## config.mk

```make
export PLATFORM = sky130hd
export DESIGN_NAME = jam_cost_server
export DESIGN_NICKNAME = d
export VERILOG_FILES = /design/src/rtl/jam_pkg.sv /design/src/rtl/jam_cost_mem.sv /design/src/rtl/jam_cost_server.sv
export SDC_FILE = /design/constraint.sdc
export NUM_CORES = 1
export LEC_CHECK = 0
export ABC_AREA = 1
export CAP_MARGIN = 10
export CELL_PAD_IN_SITES_DETAIL_PLACEMENT = 1
export CELL_PAD_IN_SITES_GLOBAL_PLACEMENT = 1
export CORE_ASPECT_RATIO = 0.8
export CORE_MARGIN = 5
export CORE_UTILIZATION = 36
export DETAILED_ROUTE_END_ITERATION = 10
export PLACE_DENSITY_LB_ADDON = 0.05
export SLEW_MARGIN = 20
export SYNTH_ARGS = -nofsm -noshare
export SYNTH_HDL_FRONTEND = slang
export SYNTH_SLANG_ARGS = --single-unit
```

## constraint.sdc

```tcl
create_clock -name CLK -period 47.4 [get_ports CLK]
set_clock_uncertainty 0.05 [all_clocks]
set_input_delay 11.85 -clock CLK [delete_from_list [all_inputs] [get_ports CLK]]
set_output_delay 11.85 -clock CLK [all_outputs]
set_load 0.01 [all_outputs]
```

## src/rtl/jam_pkg.sv

```systemverilog
// Shared definitions for the JAM cost-lookup interface (server and solver side).
// Latency: n/a (constants, types and a pure address-packing function).
// Backpressure: n/a.
package jam_pkg;

    localparam int N  = 8;           // workers = jobs, power of 2
    localparam int CW = 7;           // cost word width
    localparam int AW = 6;           // log2(N*N)
    localparam int LW = $clog2(N);   // worker / job index width

    typedef enum logic [1:0] {
        IDLE  = 2'd0,
        LOAD  = 2'd1,
        SERVE = 2'd2,
        DONE  = 2'd3
    } state_t;

    // Row-major matrix address: worker selects the row, job the column.
    function automatic logic [AW-1:0] pack_addr(input logic [LW-1:0] w,
                                                input logic [LW-1:0] j);
        return {w, j};
    endfunction

endpackage

```

## src/rtl/jam_cost_mem.sv

```systemverilog
// Cost matrix storage: N*N x CW register array, one write port, one read port.
// Latency: write lands on the next CLK edge; read is combinational (zero cycles).
// Backpressure: none; a write is taken whenever we is high.
module jam_cost_mem #(
    parameter int CW = jam_pkg::CW,
    parameter int AW = jam_pkg::AW
) (
    input  logic          CLK,
    input  logic          RST,
    input  logic          we,
    input  logic [AW-1:0] waddr,
    input  logic [CW-1:0] wdata,
    input  logic [AW-1:0] raddr,
    output logic [CW-1:0] rdata
);

    logic [CW-1:0] mem_q [2**AW];

    // Store one entry per write; reset wipes the whole matrix so no stale costs survive.
    always_ff @(posedge CLK or posedge RST) begin
        if (RST) begin
            for (int i = 0; i < 2**AW; i++) begin
                mem_q[i] <= '0;
            end
        end else if (we) begin
            mem_q[waddr] <= wdata;
        end
    end

    assign rdata = mem_q[raddr];

endmodule

```

## src/rtl/jam_cost_server.sv

```systemverilog
// Responder for the JAM solver cost lookups: loads an 8x8 matrix, then answers (W,J) queries.
// Latency: Cost is combinational from W/J in SERVE (zero cycles); state changes take one cycle.
// Backpressure: load_ready is high for the whole LOAD phase; load_valid low simply stalls the load.
module jam_cost_server #(
    parameter int N   = jam_pkg::N,
    parameter int CW  = jam_pkg::CW,
    parameter int AW  = jam_pkg::AW,
    parameter int ACW = 16
) (
    input  logic                 CLK,
    input  logic                 RST,
    input  logic                 start,
    input  logic                 load_valid,
    output logic                 load_ready,
    input  logic [CW-1:0]        load_data,
    input  logic                 load_last,
    input  logic [$clog2(N)-1:0] W,
    input  logic [$clog2(N)-1:0] J,
    output logic [CW-1:0]        Cost,
    output logic                 cost_ready,
    input  logic                 solver_done,
    output logic [ACW-1:0]       access_cnt,
    output logic                 load_err
);

    import jam_pkg::*;

    localparam logic [AW-1:0]  LAST_IDX = AW'(N*N-1);
    localparam logic [ACW-1:0] ACNT_MAX = '1;

    state_t         state_q, state_d;
    logic [AW-1:0]  idx_q, idx_d;
    logic [ACW-1:0] acnt_q, acnt_d;
    logic           err_q, err_d;
    logic           beat;
    logic [CW-1:0]  rdata;

    // Next-state logic: load framing, serve counting and problem restart.
    always_comb begin
        state_d = state_q;
        idx_d   = idx_q;
        acnt_d  = acnt_q;
        err_d   = err_q;
        beat    = 1'b0;
        case (state_q)
            IDLE, DONE: begin
                // A new problem clears the previous error and usage count.
                if (start) begin
                    state_d = LOAD;
                    idx_d   = '0;
                    err_d   = 1'b0;
                    acnt_d  = '0;
                end
            end
            LOAD: begin
                if (load_valid) begin
                    beat  = 1'b1;
                    idx_d = idx_q + 1'b1;
                    if (idx_q == LAST_IDX) begin
                        if (load_last) begin
                            state_d = SERVE;
                        end else begin
                            err_d   = 1'b1;
                            state_d = IDLE;
                        end
                    end else if (load_last) begin
                        err_d   = 1'b1;
                        state_d = IDLE;
                    end
                end
            end
            SERVE: begin
                if (acnt_q != ACNT_MAX) begin
                    acnt_d = acnt_q + 1'b1;
                end
                // solver_done takes priority; start is not looked at here.
                if (solver_done) begin
                    state_d = DONE;
                end
            end
            default: state_d = IDLE;
        endcase
    end

    // State and counter registers.
    always_ff @(posedge CLK or posedge RST) begin
        if (RST) begin
            state_q <= IDLE;
            idx_q   <= '0;
            acnt_q  <= '0;
            err_q   <= 1'b0;
        end else begin
            state_q <= state_d;
            idx_q   <= idx_d;
            acnt_q  <= acnt_d;
            err_q   <= err_d;
        end
    end

    jam_cost_mem #(
        .CW(CW),
        .AW(AW)
    ) u_mem (
        .CLK  (CLK),
        .RST  (RST),
        .we   (beat),
        .waddr(idx_q),
        .wdata(load_data),
        .raddr(pack_addr(W, J)),
        .rdata(rdata)
    );

    assign load_ready = (state_q == LOAD);
    assign cost_ready = (state_q == SERVE);
    assign Cost       = cost_ready ? rdata : '0;
    assign access_cnt = acnt_q;
    assign load_err   = err_q;

endmodule
```

==> key figures, run 1 <==
Run status
  • Status: finished, final reports clean

Final layout
  • Multi-input gate area: between 9000 and 10000 sq um
  • Final nets: about 2700
  • Number of fill cells in the layout: between 7000 and 8000
  • Most common cell after layout, fill and taps aside: nand2_1
  • FF/Latch Area: 11800 sq um
  • Leading cell types in the layout, fill and taps excluded: nand2_1, dfrtp_1, o21ai_0
  • Non-filler instance count after layout: between 3000 and 4000
  • P&R area growth vs syn: 11.7%
  • Fraction of layout cells with a size suffix above 1: 0.0490

Die
  • Die width: roughly 290 microns
  • DIE AREA: about 66000 sq um
  • CORE AREA: roughly 60000 sq um
  • Starting Density: 0.364
  • IO Pins: between 40 and 50
  • Die H: around 230 microns
  • Row count: 80

Placement
  • Port bufs: 44
  • DP HPWL: 44100 microns
  • Inst Count DP: 3419
  • Gpl congestion: approximately 0.79

Clocking
  • Post-CTS Resized: 0
  • Number of CTS-inserted buffers: 52
  • Setup bufs post-CTS: 0
  • Clk_lat worst skew: between 0.5 and 0.6 ns
  • CTS sink count: roughly 470
  • Worst-case clock buffer depth: 3
  • H-tree levels: 2
  • Root buffer selected by CTS: clkbuf_16
  • Hold-fix buffers at CTS: 0
  • CTS tree: done
  • Worst-path clk slew: 0.06 ns

Synthesis
  • Synth warn: 0
  • Post-synth cell types: 27
  • Largest area contributor in the netlist: dfrtp_1
  • Avg Cell Area, Syn: a little under 8 sq um
  • Cell Area, Synth: about 22000 sq um
  • Register area share after synthesis: 0.543
  • Synth Net Count: 2800
  • Mapped Cells: approximately 2800
  • Synth area leaders: dfrtp_1, nand2_1, o21ai_0
  • Yosys reg bits: 473
  • Synth top area share: 0.543

Flow run
  • Max-cap violations: 0

Global routing
  • Grt ovf: 0
  • Largest net degree at the start of global routing: ~180
  • Global-route wire length before repair: between 100000 and 150000 microns
  • Antenna violations before repair: 3
  • Vias in the first global route: about 19000
  • GRT Resource Usage Total: 0.229

Routing
  • Pre-antenna DRT Iters: 5
  • Antenna Violating Nets Remaining: 0
  • DR iter-0 viols: roughly 1400
  • DR vias/cell: approximately 5.4
  • Post-DR wirelength/cell: approximately 22 microns
  • Drt total wl: ~76000 microns
  • # DRC: 0
  • Vias: approximately 19000

STA
  • Fin crit period: 27.89 ns
  • Rel. slew slack: 0.273
  • Setup TNS: 0 ns
  • Slew @ Worst Pin: ~1.1 ns
  • Fmax: 35.9 MHz
  • Hold Fails Final Rpt: 0
  • Slew Limit Fails: 0
  • RSZ-0062 raised after global routing: no
  • Fin crit share: 0.588
  • Final setup vio count: 0

Min path
  • Worst Hold Class: reg2reg
  • Hold Crit Start: u_mem.mem_q[297]$_DFFE_PP0P_

Worst setup path
  • Critical path class: in2out
  • CP startpoint: J[0]
  • Startpoint Class: input pin
  • CP required: between 30 and 40 ns
  • Crit end category: primary output
  • CP arrival: 15.99 ns
  • R2r startpoint: state_q[1]$_DFFE_PP0P_
  • Critical path peak fanout: roughly 80

Power and ir drop
  • Leakage: about 0.011 uW
  • Peak VDD IR: roughly 0.000026 V
  • Pwr/cell area: around 40 nW/um^2
  • Final Power: between 900 and 1000 uW
==> path summary, 6_finish.rpt <==
| path | end | slack, ns | cells after the start |
|---|---|---|---|
| min in group asynchronous | u_mem.mem_q[137]$_DFFE_PP0P_ | 11.77 | 2 |
| hold / removal | u_mem.mem_q[297]$_DFFE_PP0P_ | 0.43 | 2 |
| max in group asynchronous | u_mem.mem_q[324]$_DFFE_PP0P_ | 33.22 | 4 |
| setup reg to reg | u_mem.mem_q[342]$_DFFE_PP0P_ | 44.31 | 8 |
| hold reg to reg | u_mem.mem_q[297]$_DFFE_PP0P_ | 0.43 | 2 |
| setup / recovery | Cost[0] | 19.51 | 13 |
==> cells by family (layout without fill, tap and decap cells) <==
group,count (synthesis),in the layout,synth area share
simple gates,1559,1559,0.294
flops,473,473,0.543
fa+ha+maj,4,4,0.00229
other cells,0,1,0
compound gates,484,484,0.112
buf+inv,245,201,0.0442
xor+xnor,12,12,0.00482
==> area by class of cell <==
cell class | count | area share
timing repair buffer | 68 | 0.0264
antenna | 1 | 0.000103
clock buffer | 77 | 0.0631
inverter | 40 | 0.00678
sequential | 473 | 0.486
tap | 779 | 0.0400
multi-input combinational | 2059 | 0.371
clock inverter | 16 | 0.00683
==> state kept, by name, indices dropped and copies added (netlist names) <==
name / flops
idx_q: 6
state_q: 2
u_mem.mem_q: 448
access_cnt: 16
load_err: 1
==> layer usage <==
metal  up-vias  part of all wire  track usage
met5         -                 0            0
met3        69             0.045       0.0340
li1       8925                 -            -
met1      9672              0.51        0.358
met2       327              0.43        0.342
met4         0             0.014       0.0399
==> where the power goes <==
| part | leakage (uW) | internal (uW) | switching, uW |
|---|---|---|---|
| sequential | 0.00656 | 434 | 16.6 |
| clock | 0.000849 | 240 | 174 |
| combinational | 0.00335 | 33.5 | 85.8 |
==> cell usage after synthesis <==
master,count
o211ai_1,1
nor3b_1,1
buf_1,15
buf_4,1
nor4_1,1
ha_1,4
nand2_1,1115
a21oi_1,15
clkinv_1,7
nand3b_1,3
nor2_1,24
or2_2,3
xnor2_1,1
nand4_1,5
nor3_1,7
clkbuf_1,156
o31ai_1,6
dfrtp_1,473
o21ai_0,461
buf_2,33
nor2_2,1
nand3_1,395
xor2_1,11
nor3_2,4
a31oi_1,1
inv_2,3
inv_1,30
==> critical path: stages <==
cell and delay, ns:
buf_6 0.20, inv_6 0.54, buf_4 0.84, buf_4 0.80
nand2_1 0.11, nand3_1 0.10, nand3_1 0.10, nand2_1 0.09
nand2_1 0.07, nand3_1 0.16, nand3_1 0.10, a21oi_1 0.29
clkdlybuf4s50_1 0.61
==> stage by stage <==
stage,hold slack [ns],setup WS (ns),util,instance area [sq um]
global placement,0.415,19.54,0.378,22600
finish,0.433,19.51,0.407,24400
detailed placement,0.423,19.50,0.378,22700
global route,0.449,19.26,0.407,24400
floorplan,0.403,22.31,-,21800
CTS,0.438,19.49,0.407,24400
(Power assumes the default switching activity.)
==> run 2, diff against run 1 <==
==> constraint.sdc (replaced) <==
create_clock -name CLK -period 28.6 [get_ports CLK]
set_clock_uncertainty 0.05 [all_clocks]
set_input_delay 7.15 -clock CLK [delete_from_list [all_inputs] [get_ports CLK]]
set_output_delay 7.15 -clock CLK [all_outputs]
set_load 0.01 [all_outputs]
==> key figures, run 2 (synthesis results as in run 1) <==
Min path
  • Worst hold path endpoint: u_mem.mem_q[16]$_DFFE_PP0P_
  • Hold Crit Start: u_mem.mem_q[16]$_DFFE_PP0P_
  • Worst Hold Class: reg2reg
  • Hold Path Depth: 2

Clocking
  • Hold-fix buffers at CTS: 0
  • H-tree levels: 2
  • Number of CTS-inserted buffers: 53
  • Worst-case clock buffer depth: 3
  • CTS tree: done
  • Worst-path clk slew: 0.06 ns
  • Post-CTS Resized: 0
  • Root buffer selected by CTS: clkbuf_16
  • Clk_lat worst skew: 0.60 ns
  • Setup bufs post-CTS: 0
  • CTS sink count: between 400 and 500

STA
  • Fmax: about 54 MHz
  • RSZ-0062 raised after global routing: no
  • Slew @ Worst Pin: 1.23 ns
  • Hold Fails Final Rpt: 0
  • Fin crit share: 0.646
  • Final setup vio count: 0
  • Slew Limit Fails: 0
  • Rel. slew slack: 0.178
  • Setup TNS: 0 ns
  • Fin crit period: between 15 and 20 ns

Flow run
  • Max-cap violations: 0

Worst setup path
  • Reg2reg path depth: 8
  • Startpoint Class: input pin
  • R2r startpoint: state_q[1]$_DFFE_PP0P_
  • CP startpoint: J[0]
  • Reg2Reg Setup Slack: about 25 ns
  • Crit end category: primary output
  • Critical path peak fanout: 77
  • CP required: ~21 ns
  • Critical path class: in2out
  • Endpoint of the worst register-to-register path: u_mem.mem_q[297]$_DFFE_PP0P_
  • CP arrival: 11.27 ns

Placement
  • DP HPWL: between 40000 and 50000 microns
  • Gpl congestion: approximately 0.8
  • Inst Count DP: ~3400
  • Port bufs: 44

Global routing
  • Largest net degree at the start of global routing: ~180
  • Global-route wire length before repair: ~120000 microns
  • Antenna violations before repair: 1
  • GRT Resource Usage Total: 0.233
  • Vias in the first global route: a little under 20000
  • Grt ovf: 0

Die
  • Die H: 230 microns
  • Starting Density: 0.364
  • DIE AREA: about 66000 sq um
  • IO Pins: 45
  • CORE AREA: between 50000 and 60000 sq um
  • Die width: ~290 microns
  • Row count: 80

Power and ir drop
  • Peak VDD IR: roughly 0.000039 V
  • Leakage: about 0.011 uW
  • Pwr/cell area: around 67 nW/um^2

Routing
  • Vias: around 19000
  • # DRC: 0
  • Post-DR wirelength/cell: 21.7 microns
  • Drt total wl: around 76000 microns
  • DR vias/cell: ~5.4
  • Antenna Violating Nets Remaining: 0
  • DR iter-0 viols: between 1500 and 2000
  • Pre-antenna DRT Iters: 5

Final layout
  • Leading cell types in the layout, fill and taps excluded: nand2_1, dfrtp_1, o21ai_0
  • # diodes: 0
  • Most common cell after layout, fill and taps aside: nand2_1
  • Fraction of layout cells with a size suffix above 1: 0.0483
  • Non-filler instance count after layout: 3511
  • Final nets: between 2000 and 3000
  • P&R area growth vs syn: 11.7%
  • Largest Register: u_mem.mem_q
  • Max reg flops: about 450
  • Number of fill cells in the layout: about 7200

Run status
  • Status: finished, final reports clean
[run 2: cell count changes in the layout (fill, tap and decap cells not counted)]
cell,previous run,this run
buf_6,2,1
inv_6,1,3
clkbuf_1,13,14
nor2_2,5,6
clkbuf_16,54,55
buf_4,22,23
clkinv_2,12,7
diode_2,1,0
clkinvlp_4,0,1
clkinv_8,1,0
nor2_4,2,1
[run 2: cell type report]
type	instances	area [sq um]	area share
clock buffer	79	1570	0.0643
clock inverter	13	150	0.00616
inverter	40	165	0.00678
multi-input combinational	2059	9040	0.371
sequential	473	11800	0.486
tap	779	975	0.0400
timing repair buffer	68	639	0.0262
[run 2: where the power goes]
part | switching (uW) | internal (uW)
Sequential | 27.8 | 719
Combinational | 143 | 55.4
Clock | 290 | 403
[run 2: stage by stage]
stage | power [uW] | util | hold WS, ns | instance area [sq um] | worst slack, ns
2_1_floorplan | 882 | - | 0.403 | 21800 | 8.21
4_1_cts | 1660 | 0.407 | 0.438 | 24400 | 10.10
3_3_place_gp | 950 | 0.378 | 0.416 | 22600 | 10.12
5_1_grt | 1720 | 0.407 | 0.451 | 24400 | 9.80
6_report | 1640 | 0.407 | 0.433 | 24400 | 10.13
3_5_place_dp | 957 | 0.378 | 0.423 | 22600 | 10.14
[run 2: critical path, cell delays in order]
cell             delay (ns)
buf_6                  0.20
inv_6                  0.54
buf_4                  0.80
buf_4                  0.78
nand2_1                0.11
nand3_1                0.10
nand3_1                0.10
nand2_1                0.10
nand2_1                0.08
nand3_1                0.16
nand3_1                0.10
a21oi_1                0.30
clkdlybuf4s50_1        0.61
[run 2: layer usage]
| layer | GRT usage | up-vias | wire length [microns] |
|---|---|---|---|
| met5 | 0 | - | 0 |
| met4 | 0.0415 | 0 | 1120 |
| met3 | 0.0318 | 64 | 3540 |
| met2 | 0.355 | 363 | 33100 |
| met1 | 0.357 | 9571 | 38500 |
| li1 | - | 8936 | - |
[run 2: how the worst max path moves through the flow]
stage                                      endpoint  slack (ns)  cells past startpoint
after floorplan           access_cnt[0]$_DFFE_PP0P_        8.21                      1
after global placement                      Cost[5]       10.12                     13
after detailed placement                    Cost[5]       10.14                     13
after CTS                                   Cost[5]       10.10                     13
after global routing                        Cost[5]        9.80                     13
final                                       Cost[5]       10.13                     13
